`config.mk`:
```
export PLATFORM = sky130hd
export DESIGN_NAME = usb_epp_host_flat
export DESIGN_NICKNAME = d
export VERILOG_FILES = /design/src/rtl/usb_epp_host_pkg.sv /design/src/rtl/usb_epp_host_if.sv /design/src/rtl/usb_epp_host_sync_2ff.sv /design/src/rtl/usb_epp_host.sv /design/src/flat_wrapper.sv
export SDC_FILE = /design/constraint.sdc
export NUM_CORES = 1
export LEC_CHECK = 0
export ABC_AREA = 1
export BUFFER_PORTS_ARGS = -buffer_cell sky130_fd_sc_hd__buf_2
export CAP_MARGIN = 25
export CORE_UTILIZATION = 53
export DETAILED_ROUTE_END_ITERATION = 10
export PLACE_DENSITY_LB_ADDON = 0.05
export SLEW_MARGIN = 20
export SYNTH_ARGS = -nofsm -noshare
export SYNTH_HDL_FRONTEND = slang
export SYNTH_HIERARCHICAL = 1
export SYNTH_SLANG_ARGS = --single-unit
```
`constraint.sdc`:
```
create_clock -name clk -period 1.63 [get_ports clk]
set_input_delay 0.4075 -clock clk [delete_from_list [all_inputs] [get_ports clk]]
set_output_delay 0.4075 -clock clk [all_outputs]
set_load 0.02 [all_outputs]
```
`src/rtl/usb_epp_host_pkg.sv`:
```
// Shared EPP definitions: command encodings (also used by the peripheral driver)
// and the host engine state encoding.
package epp_pkg;

    localparam logic [1:0] CMD_WRITE_ADDR = 2'd0;
    localparam logic [1:0] CMD_READ_ADDR  = 2'd1;
    localparam logic [1:0] CMD_WRITE_DATA = 2'd2;
    localparam logic [1:0] CMD_READ_DATA  = 2'd3;

    typedef enum logic [2:0] {
        IDLE,
        SETUP,
        STROBE,
        RECOVER,
        DONE
    } epp_state_e;

    // Bit 0 of the encoding selects read, bit 1 selects the data strobe.
    function automatic logic cmd_is_write(input logic [1:0] t);
        return !t[0];
    endfunction

    function automatic logic cmd_is_addr(input logic [1:0] t);
        return !t[1];
    endfunction

endpackage

```
`src/rtl/usb_epp_host_if.sv`:
```
// EPP port signals; master is the host engine, slave is the peripheral side.
interface usb_epp_host_if;
    logic       usb_write;
    logic       usb_astb;
    logic       usb_dstb;
    logic [7:0] usb_db_out;
    logic       usb_db_oe;
    logic [7:0] usb_db_in;
    logic       usb_wait;

    modport master (
        output usb_write, usb_astb, usb_dstb, usb_db_out, usb_db_oe,
        input  usb_db_in, usb_wait
    );

    modport slave (
        input  usb_write, usb_astb, usb_dstb, usb_db_out, usb_db_oe,
        output usb_db_in, usb_wait
    );
endinterface

```
`src/rtl/usb_epp_host_sync_2ff.sv`:
```
// Two-flop synchronizer for a single EPP input entering the clk domain;
// RESET_VAL chooses what the line is assumed to be before it is first seen.
module sync_2ff #(
    parameter logic RESET_VAL = 1'b0
) (
    input  logic clk,
    input  logic rst,
    input  logic d,
    output logic q
);

    logic meta;

    always_ff @(posedge clk or posedge rst) begin
        if (rst) begin
            meta <= RESET_VAL;
            q    <= RESET_VAL;
        end else begin
            meta <= d;
            q    <= meta;
        end
    end

endmodule

```
`src/rtl/usb_epp_host.sv`:
```
// EPP host engine: runs one address/data read or write per command on the
// Digilent EPP port and reports read data or a timeout.
module usb_epp_host
    import epp_pkg::*;
#(
    parameter int SETUP_CYCLES   = 2,
    parameter int TIMEOUT_CYCLES = 255
) (
    input  logic            clk,
    input  logic            rst,
    input  logic            cmd_valid,
    output logic            cmd_ready,
    input  logic [1:0]      cmd_type,
    input  logic [7:0]      cmd_data,
    output logic            rsp_valid,
    output logic [7:0]      rsp_data,
    output logic            rsp_timeout,
    usb_epp_host_if.master  epp
);

    localparam int             TO_W       = $clog2(TIMEOUT_CYCLES + 1);
    localparam logic [TO_W-1:0] TO_LAST    = TO_W'(TIMEOUT_CYCLES - 1);
    localparam logic [TO_W-1:0] TO_MAX     = TO_W'(TIMEOUT_CYCLES);
    localparam logic [3:0]      SETUP_LAST = 4'(SETUP_CYCLES - 1);

    epp_state_e      state;
    epp_state_e      next_state;
    logic            wait_s;
    logic            accept;
    logic            timeout_evt;
    logic [1:0]      type_q;
    logic [7:0]      data_q;
    logic [7:0]      rd_buf;
    logic [3:0]      setup_cnt;
    logic [TO_W-1:0] to_cnt;
    logic            is_write;

    // Busy until the wait line has actually been observed low.
    sync_2ff #(.RESET_VAL(1'b1)) u_wait_sync (
        .clk (clk),
        .rst (rst),
        .d   (epp.usb_wait),
        .q   (wait_s)
    );

    assign cmd_ready = (state == IDLE) && !wait_s;
    assign accept    = cmd_valid && cmd_ready;
    assign rsp_valid = (state == DONE);
    assign is_write  = cmd_is_write(type_q);

    always_ff @(posedge clk or posedge rst) begin
        if (rst) begin
            state <= IDLE;
        end else begin
            state <= next_state;
        end
    end

    // A wait edge seen on the last allowed cycle still wins over the timeout.
    always_comb begin
        next_state  = state;
        timeout_evt = 1'b0;
        case (state)
            IDLE: begin
                if (accept) next_state = SETUP;
            end
            SETUP: begin
                if (setup_cnt == SETUP_LAST) next_state = STROBE;
            end
            STROBE: begin
                if (wait_s) begin
                    next_state = RECOVER;
                end else if (to_cnt == TO_LAST) begin
                    next_state  = DONE;
                    timeout_evt = 1'b1;
                end
            end
            RECOVER: begin
                if (!wait_s) begin
                    next_state = DONE;
                end else if (to_cnt == TO_LAST) begin
                    next_state  = DONE;
                    timeout_evt = 1'b1;
                end
            end
            DONE: begin
                next_state = IDLE;
            end
            default: begin
                next_state = IDLE;
            end
        endcase
    end

    // Counters restart on every state entry, so each wait edge gets its own budget.
    always_ff @(posedge clk or posedge rst) begin
        if (rst) begin
            setup_cnt <= '0;
            to_cnt    <= '0;
        end else begin
            if (state == SETUP && next_state == SETUP) begin
                setup_cnt <= setup_cnt + 4'd1;
            end else begin
                setup_cnt <= '0;
            end
            if (next_state != state) begin
                to_cnt <= '0;
            end else if (to_cnt != TO_MAX) begin
                to_cnt <= to_cnt + 1'b1;
            end
        end
    end

    // Response registers only move on entry to DONE so they hold between responses.
    always_ff @(posedge clk or posedge rst) begin
        if (rst) begin
            type_q      <= '0;
            data_q      <= '0;
            rd_buf      <= '0;
            rsp_data    <= '0;
            rsp_timeout <= 1'b0;
        end else begin
            if (accept) begin
                type_q <= cmd_type;
                data_q <= cmd_data;
            end
            if (state == STROBE && wait_s && !is_write) begin
                rd_buf <= epp.usb_db_in;
            end
            if (next_state == DONE && state != DONE) begin
                rsp_timeout <= timeout_evt;
                rsp_data    <= (timeout_evt || is_write) ? 8'h00 : rd_buf;
            end
        end
    end

    always_comb begin
        epp.usb_write  = 1'b1;
        epp.usb_astb   = 1'b1;
        epp.usb_dstb   = 1'b1;
        epp.usb_db_oe  = 1'b0;
        epp.usb_db_out = 8'h00;
        if (state == SETUP || state == STROBE || state == RECOVER) begin
            epp.usb_write  = !is_write;
            epp.usb_db_oe  = is_write;
            epp.usb_db_out = is_write ? data_q : 8'h00;
        end
        if (state == STROBE) begin
            if (cmd_is_addr(type_q)) begin
                epp.usb_astb = 1'b0;
            end else begin
                epp.usb_dstb = 1'b0;
            end
        end
    end

endmodule

```
`src/flat_wrapper.sv`:
```
// flat-port wrapper written by rule: the top's interface ports become plain ports
module usb_epp_host_flat import epp_pkg::*;
#(
    parameter int SETUP_CYCLES   = 2,
    parameter int TIMEOUT_CYCLES = 255
)
  (clk, rst, cmd_valid, cmd_ready, cmd_type, cmd_data, rsp_valid, rsp_data, rsp_timeout, epp_usb_write, epp_usb_astb, epp_usb_dstb, epp_usb_db_out, epp_usb_db_oe, epp_usb_db_in, epp_usb_wait);
  usb_epp_host_if epp_i ();
  input  logic clk;
  input  logic rst;
  input  logic cmd_valid;
  output logic cmd_ready;
  input  logic [1:0] cmd_type;
  input  logic [7:0] cmd_data;
  output logic rsp_valid;
  output logic [7:0] rsp_data;
  output logic rsp_timeout;
  output wire logic [$bits(epp_i.usb_write)-1:0] epp_usb_write;
  output wire logic [$bits(epp_i.usb_astb)-1:0] epp_usb_astb;
  output wire logic [$bits(epp_i.usb_dstb)-1:0] epp_usb_dstb;
  output wire logic [$bits(epp_i.usb_db_out)-1:0] epp_usb_db_out;
  output wire logic [$bits(epp_i.usb_db_oe)-1:0] epp_usb_db_oe;
  input wire logic [$bits(epp_i.usb_db_in)-1:0] epp_usb_db_in;
  input wire logic [$bits(epp_i.usb_wait)-1:0] epp_usb_wait;
  assign epp_usb_write = epp_i.usb_write;
  assign epp_usb_astb = epp_i.usb_astb;
  assign epp_usb_dstb = epp_i.usb_dstb;
  assign epp_usb_db_out = epp_i.usb_db_out;
  assign epp_usb_db_oe = epp_i.usb_db_oe;
  assign epp_i.usb_db_in = epp_usb_db_in;
  assign epp_i.usb_wait = epp_usb_wait;
  usb_epp_host #(.SETUP_CYCLES(SETUP_CYCLES), .TIMEOUT_CYCLES(TIMEOUT_CYCLES)) u_core (.clk(clk), .rst(rst), .cmd_valid(cmd_valid), .cmd_ready(cmd_ready), .cmd_type(cmd_type), .cmd_data(cmd_data), .rsp_valid(rsp_valid), .rsp_data(rsp_data), .rsp_timeout(rsp_timeout), .epp(epp_i));
endmodule
```
==> impl_metrics.py, run 1 <==
metrics = {
    "global_routing": {
        "gr-total-overflow": 0,
        "antenna_found_initial": 0,
        "grt_first_pass_wirelength_um": 7320,
        "grt_pass1_vias": 1719,
        "grt.total_usage": 0.237,
        "grt_max_degree": 24,
    },
    "yosys": {
        "synth-seq-cells": 44,
        "netlist_instances": 240,
        "seq_area_frac_synth": 0.553,
        "syn_area_sq_um": 2000,
        "synth_top_cell_area_share": 0.527,
        "syn_nets": 266,
        "ys_types": 21,
        "ys_warn_count": 6,
        "syn_avg_cell_area_sq_um": 8.32,
        "ys_top_cells_by_area": "dfrtp_1, nand2_1, nor2_1",
        "yosys.area.top_type": "dfrtp_1",
    },
    "sta": {
        "rsz0062_at_grt": "true",
        "finalHoldViolCount": 0,
        "fin_crit_sh": 1.07,
        "maxSlewHeadroom": 0.753,
        "fmax_ghz": 0.575,
        "min_period_ns": 1.74,
        "tightest_slew_ns": 0.370,
        "setup_violations": 13,
        "setup_slack_ns": -0.109,
        "maxSlewViolCount": 0,
        "finClkSkew_ns": 0.00503,
    },
    "critical_path": {
        "r2r_cells": 8,
        "path_class": "reg -> out",
        "critPathLaunch": "u_core/state[0]$_DFF_PP0_",
        "r2r-end": "u_core/rsp_data[1]$_DFFE_PP0P_",
        "crit_path_end": "epp_usb_db_out[6]",
        "crit_required_ns": 1.22,
        "cp_data_arrival_time_ns": 1.33,
        "crit_path_end_kind": "output pin",
        "cp-start-kind": "flop",
        "path_max_fanout": 5,
        "reg2reg_setup_slack_ns": 0.07,
        "reg2reg_from": "u_core/state[0]$_DFF_PP0_",
    },
    "pwr": {
        "powerDensity_nw_per_um2": 1730,
        "leakage_nw": 1.44,
        "ir_worst_vdd_v": 0.00106,
    },
    "cells_and_area": {
        "antenna_cells": 0,
        "drive_gt1_frac": 0.337,
        "fin_nets": 328,
        "area_growth_syn_to_layout_pct": 32.9,
        "instances_no_fill": 349,
        "nFillCells": 280,
        "multiInputGateArea_sq_um": 846,
        "design_area_sq_um": 2650,
        "area.sequential_sq_um": 1100,
    },
    "clock_tree": {
        "cts_tree": "yes",
        "numCtsBuffers": 5,
        "clockBufferDepth": 2,
        "htree_levels": 2,
        "cts.sinks": 44,
        "clk_pin_slew_ns": 0.08,
        "clk_latency_ns": 0.30,
        "cts-root-buf": "clkbuf_8",
    },
    "placed_design": {
        "hpwlAfterDp_um": 2670,
        "io_buffers": 44,
        "dp.cells": 333,
        "dpl-instance-area_sq_um": 2300,
        "place.gp.congestion": 0.809,
    },
    "drt": {
        "wl_per_cell_um": 12.0,
        "vias": 1762,
        "drc_errors": 0,
        "ant_nets": 0,
        "vias_per_cell": 5.05,
        "dr.first_iter.drc_count": 77,
        "firstDrtPassIters": 4,
        "routed_wl_um": 4200,
    },
    "die": {
        "die_h_um": 63.4,
        "core-area_sq_um": 3470,
        "start_util": 0.575,
        "fp-row-count": 21,
        "io_pins": 45,
        "die-area_sq_um": 4010,
        "die_x_um": 63.4,
    },
    "run_status": {
        "status": "complete, but fails checks",
        "violations": "setup timing",
    },
    "run": {
        "cap_viol_max_count": 0,
    },
    "min_path": {
        "hold_path_class": "in -> async",
    },
}
[timing repair]
item / CTS / global route
pin swaps: 2 / 5
hold endpoints to repair: 0 / 0
gates cloned: 1 / 0
hold buffers: 0 / 0
setup endpoints to repair: 14 / 30
gates resized for setup: 32 / 33
buffers inserted: 4 / 3
[cell usage after synthesis]
master and n:
o21a_1 2, nor3_1 1, buf_6 1, nand4_1 1
nand2_4 1, dfrtp_1 42, dfstp_2 2, inv_2 1
nor2_1 44, xnor2_1 1, nand2_2 1, xor2_1 3
o21ai_0 15, nand3_1 24, nor3b_1 1, nand2_1 45
a21oi_1 10, nor2_2 3, ha_1 4, clkbuf_1 2
inv_1 36
[registers in the layout (all words and copies together) (netlist names)]
name and flops:
u_core/data_q 8, u_core/rd_buf 8, u_core/rsp_data 8, u_core/rsp_timeout 1
u_core/setup_cnt 4, u_core/state 3, u_core/to_cnt 8, u_core/type_q 2
u_core/u_wait_sync/meta 1, u_core/u_wait_sync/q 1
[power breakdown]
part           internal, mW  leakage [nW]  switching, mW
Sequential             1.49         0.545          0.228
Combinational         0.807         0.837           1.26
Clock                 0.455        0.0552          0.361
Total                  2.75          1.44           1.85
[area by class of cell]
cell class                 instances  share of cell area
clock buffer                       6              0.0274
clock inverter                     2              0.0132
inverter                          37              0.0552
multi-input combinational        157               0.319
sequential                        44               0.417
tap                               46              0.0217
timing repair buffer              57               0.147
[layer usage]
metal  track usage  wire length, um
met2         0.376             2010
met3        0.0688              179
met5             0                0
met1         0.301             1940
met4         0.102               69
[stage by stage]
stage | setup slack, ns | power [mW] | setup TNS, ns | hold slack (ns) | utilization
finish | -0.109 | 4.60 | -0.857 | 0.135 | 0.765
global route | -0.183 | 4.94 | -2.04 | 0.142 | 0.765
CTS | -0.0727 | 4.34 | -0.616 | 0.125 | 0.727
detailed placement | 0.0703 | 3.27 | 0 | 0.351 | 0.663
global placement | 0.0994 | 3.23 | 0 | 0.346 | 0.663
floorplan | 0.0422 | 2.78 | 0 | 0.319 | -
[worst max-delay path: stages, from the launching register on]
cell	delay, ns
dfrtp_1	0.42
nor2_4	0.07
nor2_4	0.18
nand2_4	0.11
nor2_1	0.11
buf_4	0.14
[cells in the final DEF, fill, tap and decap left out]
| cell type | instances |
|---|---|
| clkinv_2 | 1 |
| buf_2 | 30 |
| nand3_2 | 1 |
| dfstp_2 | 2 |
| buf_6 | 10 |
| xnor2_1 | 1 |
| inv_4 | 3 |
| nand3_4 | 1 |
| o21ai_0 | 15 |
| ha_1 | 4 |
| clkbuf_8 | 5 |
| nand2_2 | 3 |
| inv_2 | 5 |
| bufinv_16 | 1 |
| dfrtp_1 | 41 |
| inv_1 | 29 |
| dfrtp_2 | 1 |
| nand2_1 | 41 |
| nor3b_2 | 1 |
| a21oi_1 | 10 |
| nand3_1 | 22 |
| nand2_4 | 4 |
| nand4_1 | 1 |
| nor2_4 | 4 |
| nor2_1 | 31 |
| clkbuf_1 | 1 |
| nor2_2 | 12 |
| buf_4 | 17 |
| nor3_2 | 1 |
| xor2_1 | 3 |
| o21a_1 | 2 |
[how the worst min path moves through the flow]
stage                                      startpoint                                end  slack [ns]  depth (start not counted)
floorplan                                         rst  u_core/u_wait_sync/meta$_DFF_PP1_        0.32                          1
global placement    u_core/u_wait_sync/meta$_DFF_PP1_     u_core/u_wait_sync/q$_DFF_PP1_        0.35                          0
detailed placement  u_core/u_wait_sync/meta$_DFF_PP1_     u_core/u_wait_sync/q$_DFF_PP1_        0.35                          0
CTS                                               rst  u_core/u_wait_sync/meta$_DFF_PP1_        0.12                          2
global route                                      rst  u_core/u_wait_sync/meta$_DFF_PP1_        0.14                          2
finish                                            rst  u_core/u_wait_sync/meta$_DFF_PP1_        0.14                          2
[logic make-up after synthesis]
group,count (synthesis),synth area share
DFF,44,0.553
and+or+nand+nor,121,0.255
xor gates and xnor gates,4,0.0176
AOI/OAI and AO/OA,27,0.0702
buffers and inverters,40,0.0790
adders and majority gates,4,0.0251
Power figures use the tool's default switching activity.
==> inputs of run 2 (changes only) <==
CORE_MARGIN = 2   (was default)
CTS_BUF_LIST = sky130_fd_sc_hd__clkbuf_16   (was default)
==> run 2 against run 1 <==
Register-to-register slack worse by 0.02 ns. The run still ends with setup timing left. Critical path type unchanged. Global-route usage is 2.9 points lower. Cell area is 0.75% higher. Via count is 2.9% lower. Die area is 6.4% higher. Clock-buffer cell count is 1 lower.
==> impl_metrics.py, run 2 (synthesis gave the netlist of run 1 again) <==
metrics = {
    "run_status": {
        "status": "complete, but fails checks",
        "violations": "setup timing",
    },
    "cells_and_area": {
        "antenna_cells": 0,
        "drive_gt1_frac": 0.341,
        "final_common_cell": "nand2_1",
        "area_growth_syn_to_layout_pct": 33.9,
        "instances_no_fill": 356,
        "fin_nets": 333,
        "fin_util": 0.736,
        "layout_common_cells": "nand2_1, dfrtp_1, inv_1, buf_2, nor2_1",
    },
    "sta": {
        "rsz0062_at_grt": "true",
        "fin_tns_setup_ns": -0.305,
        "tightest_slew_ns": 0.385,
        "fin_crit_sh": 1.03,
        "min_period_ns": 1.68,
        "finalHoldViolCount": 0,
        "maxSlewViolCount": 0,
        "fmax_ghz": 0.596,
        "setup_slack_ns": -0.0486,
        "maxSlewHeadroom": 0.741,
        "finClkSkew_ns": 0.00647,
        "hold_slack_ns": 0.142,
        "setup_violations": 9,
    },
    "drt": {
        "vias": 1711,
        "dr.max_layer_used": "met4",
        "drc_errors": 0,
        "dr.first_iter.drc_count": 82,
        "ant_nets": 0,
        "firstDrtPassIters": 4,
        "wl_met1_um": 1930,
        "routed_wl_um": 4230,
        "wl_met3_um": 163,
        "vias_per_cell": 4.81,
        "wl_per_cell_um": 11.9,
        "route.met2.wl_um": 2050,
    },
    "clock_tree": {
        "cts.sinks": 44,
        "clk_latency_ns": 0.28,
        "clk_pin_slew_ns": 0.06,
        "numCtsBuffers": 5,
        "htree_levels": 2,
        "cts-root-buf": "clkbuf_16",
        "ctsHoldBuffers": 0,
        "clockBufferDepth": 2,
        "cts_tree": "yes",
    },
    "die": {
        "die_h_um": 65.4,
        "die_x_um": 65.4,
        "fp-row-count": 22,
        "die-area_sq_um": 4270,
        "start_util": 0.549,
        "io_pins": 45,
        "core-area_sq_um": 3630,
    },
    "global_routing": {
        "grt_first_pass_wirelength_um": 6680,
        "grt_pass1_vias": 1557,
        "antenna_found_initial": 0,
        "grt_max_degree": 29,
        "grt.total_usage": 0.208,
        "gr-total-overflow": 0,
    },
    "placed_design": {
        "place.gp.congestion": 0.811,
        "hpwlAfterDp_um": 2740,
        "dp.cells": 335,
        "io_buffers": 44,
    },
    "critical_path": {
        "cp_data_arrival_time_ns": 1.27,
        "path_max_fanout": 5,
        "crit_path_end_kind": "output pin",
        "path_class": "reg -> out",
        "crit_required_ns": 1.22,
        "cp-start-kind": "flop",
    },
    "run": {
        "cap_viol_max_count": 0,
    },
    "pwr": {
        "ir_worst_vdd_v": 0.00120,
        "leakage_nw": 1.45,
        "power_mw": 4.69,
        "powerDensity_nw_per_um2": 1760,
    },
    "min_path": {
        "hold_path_class": "in -> async",
    },
}
## run 2: cell types whose count changed in the layout (fill, tap and decap cells not counted), sizes merged
cell / previous run / this run
clkbuf: 6 / 5
bufinv: 1 / 0
buf: 57 / 62
clkinvlp: 0 / 1
inv: 37 / 38
## run 2: worst paths after layout
kind,from,to,slack [ns],depth (start not counted)
worst min-delay path,rst,u_core/data_q[1]$_DFFE_PP0P_,0.14,3
worst max-delay path,u_core/state[0]$_DFF_PP0_,epp_usb_db_out[6],-0.05,5
min in group clk,epp_usb_wait,u_core/u_wait_sync/meta$_DFF_PP1_,0.22,1
worst min register to register,u_core/u_wait_sync/meta$_DFF_PP1_,u_core/u_wait_sync/q$_DFF_PP1_,0.36,0
worst max register to register,u_core/state[1]$_DFF_PP0_,u_core/to_cnt[7]$_DFFE_PP0P_,0.05,10
max in group asynchronous,rst,u_core/state[2]$_DFF_PP0_,1.15,3
## run 2: per-layer routing
metal / global-route usage / up-vias
li1: - / 879
met1: 0.271 / 796
met2: 0.334 / 26
met3: 0.0394 / 10
met4: 0.107 / 0
met5: 0 / -
## run 2: through the flow
step | instance area [sq um] | setup WS [ns]
floorplan | 2000 | 0.0422
global placement | 2300 | 0.113
detailed placement | 2300 | 0.0497
CTS | 2530 | -0.0306
global route | 2670 | -0.105
finish | 2670 | -0.0486
## run 2: layout make-up
type,count,area [sq um]
clock buffer,5,125
clock inverter,3,15.0
fill,296,961
inverter,37,139
multi-input combinational,157,840
sequential,44,1100
tap,48,60.1
timing repair buffer,62,389
## run 2: power breakdown
group | internal (mW) | switching [mW]
registers | 1.49 | 0.233
clock network | 0.556 | 0.393
logic | 0.782 | 1.24
total | 2.83 | 1.86
## run 2: worst max-delay path, stage by stage, from the launching register on
cell and delay [ns]:
dfrtp_1 0.44, nor2_4 0.07, nor2_4 0.11, nand2_2 0.12, nor2_1 0.11, buf_4 0.14
## run 2: timing repair
item | in CTS | in global routing
buffers inserted | 5 | 7
cloned | 1 | 0
resized for setup | 20 | 28
pin swaps | 1 | 6
setup endpoints to repair | 13 | 30
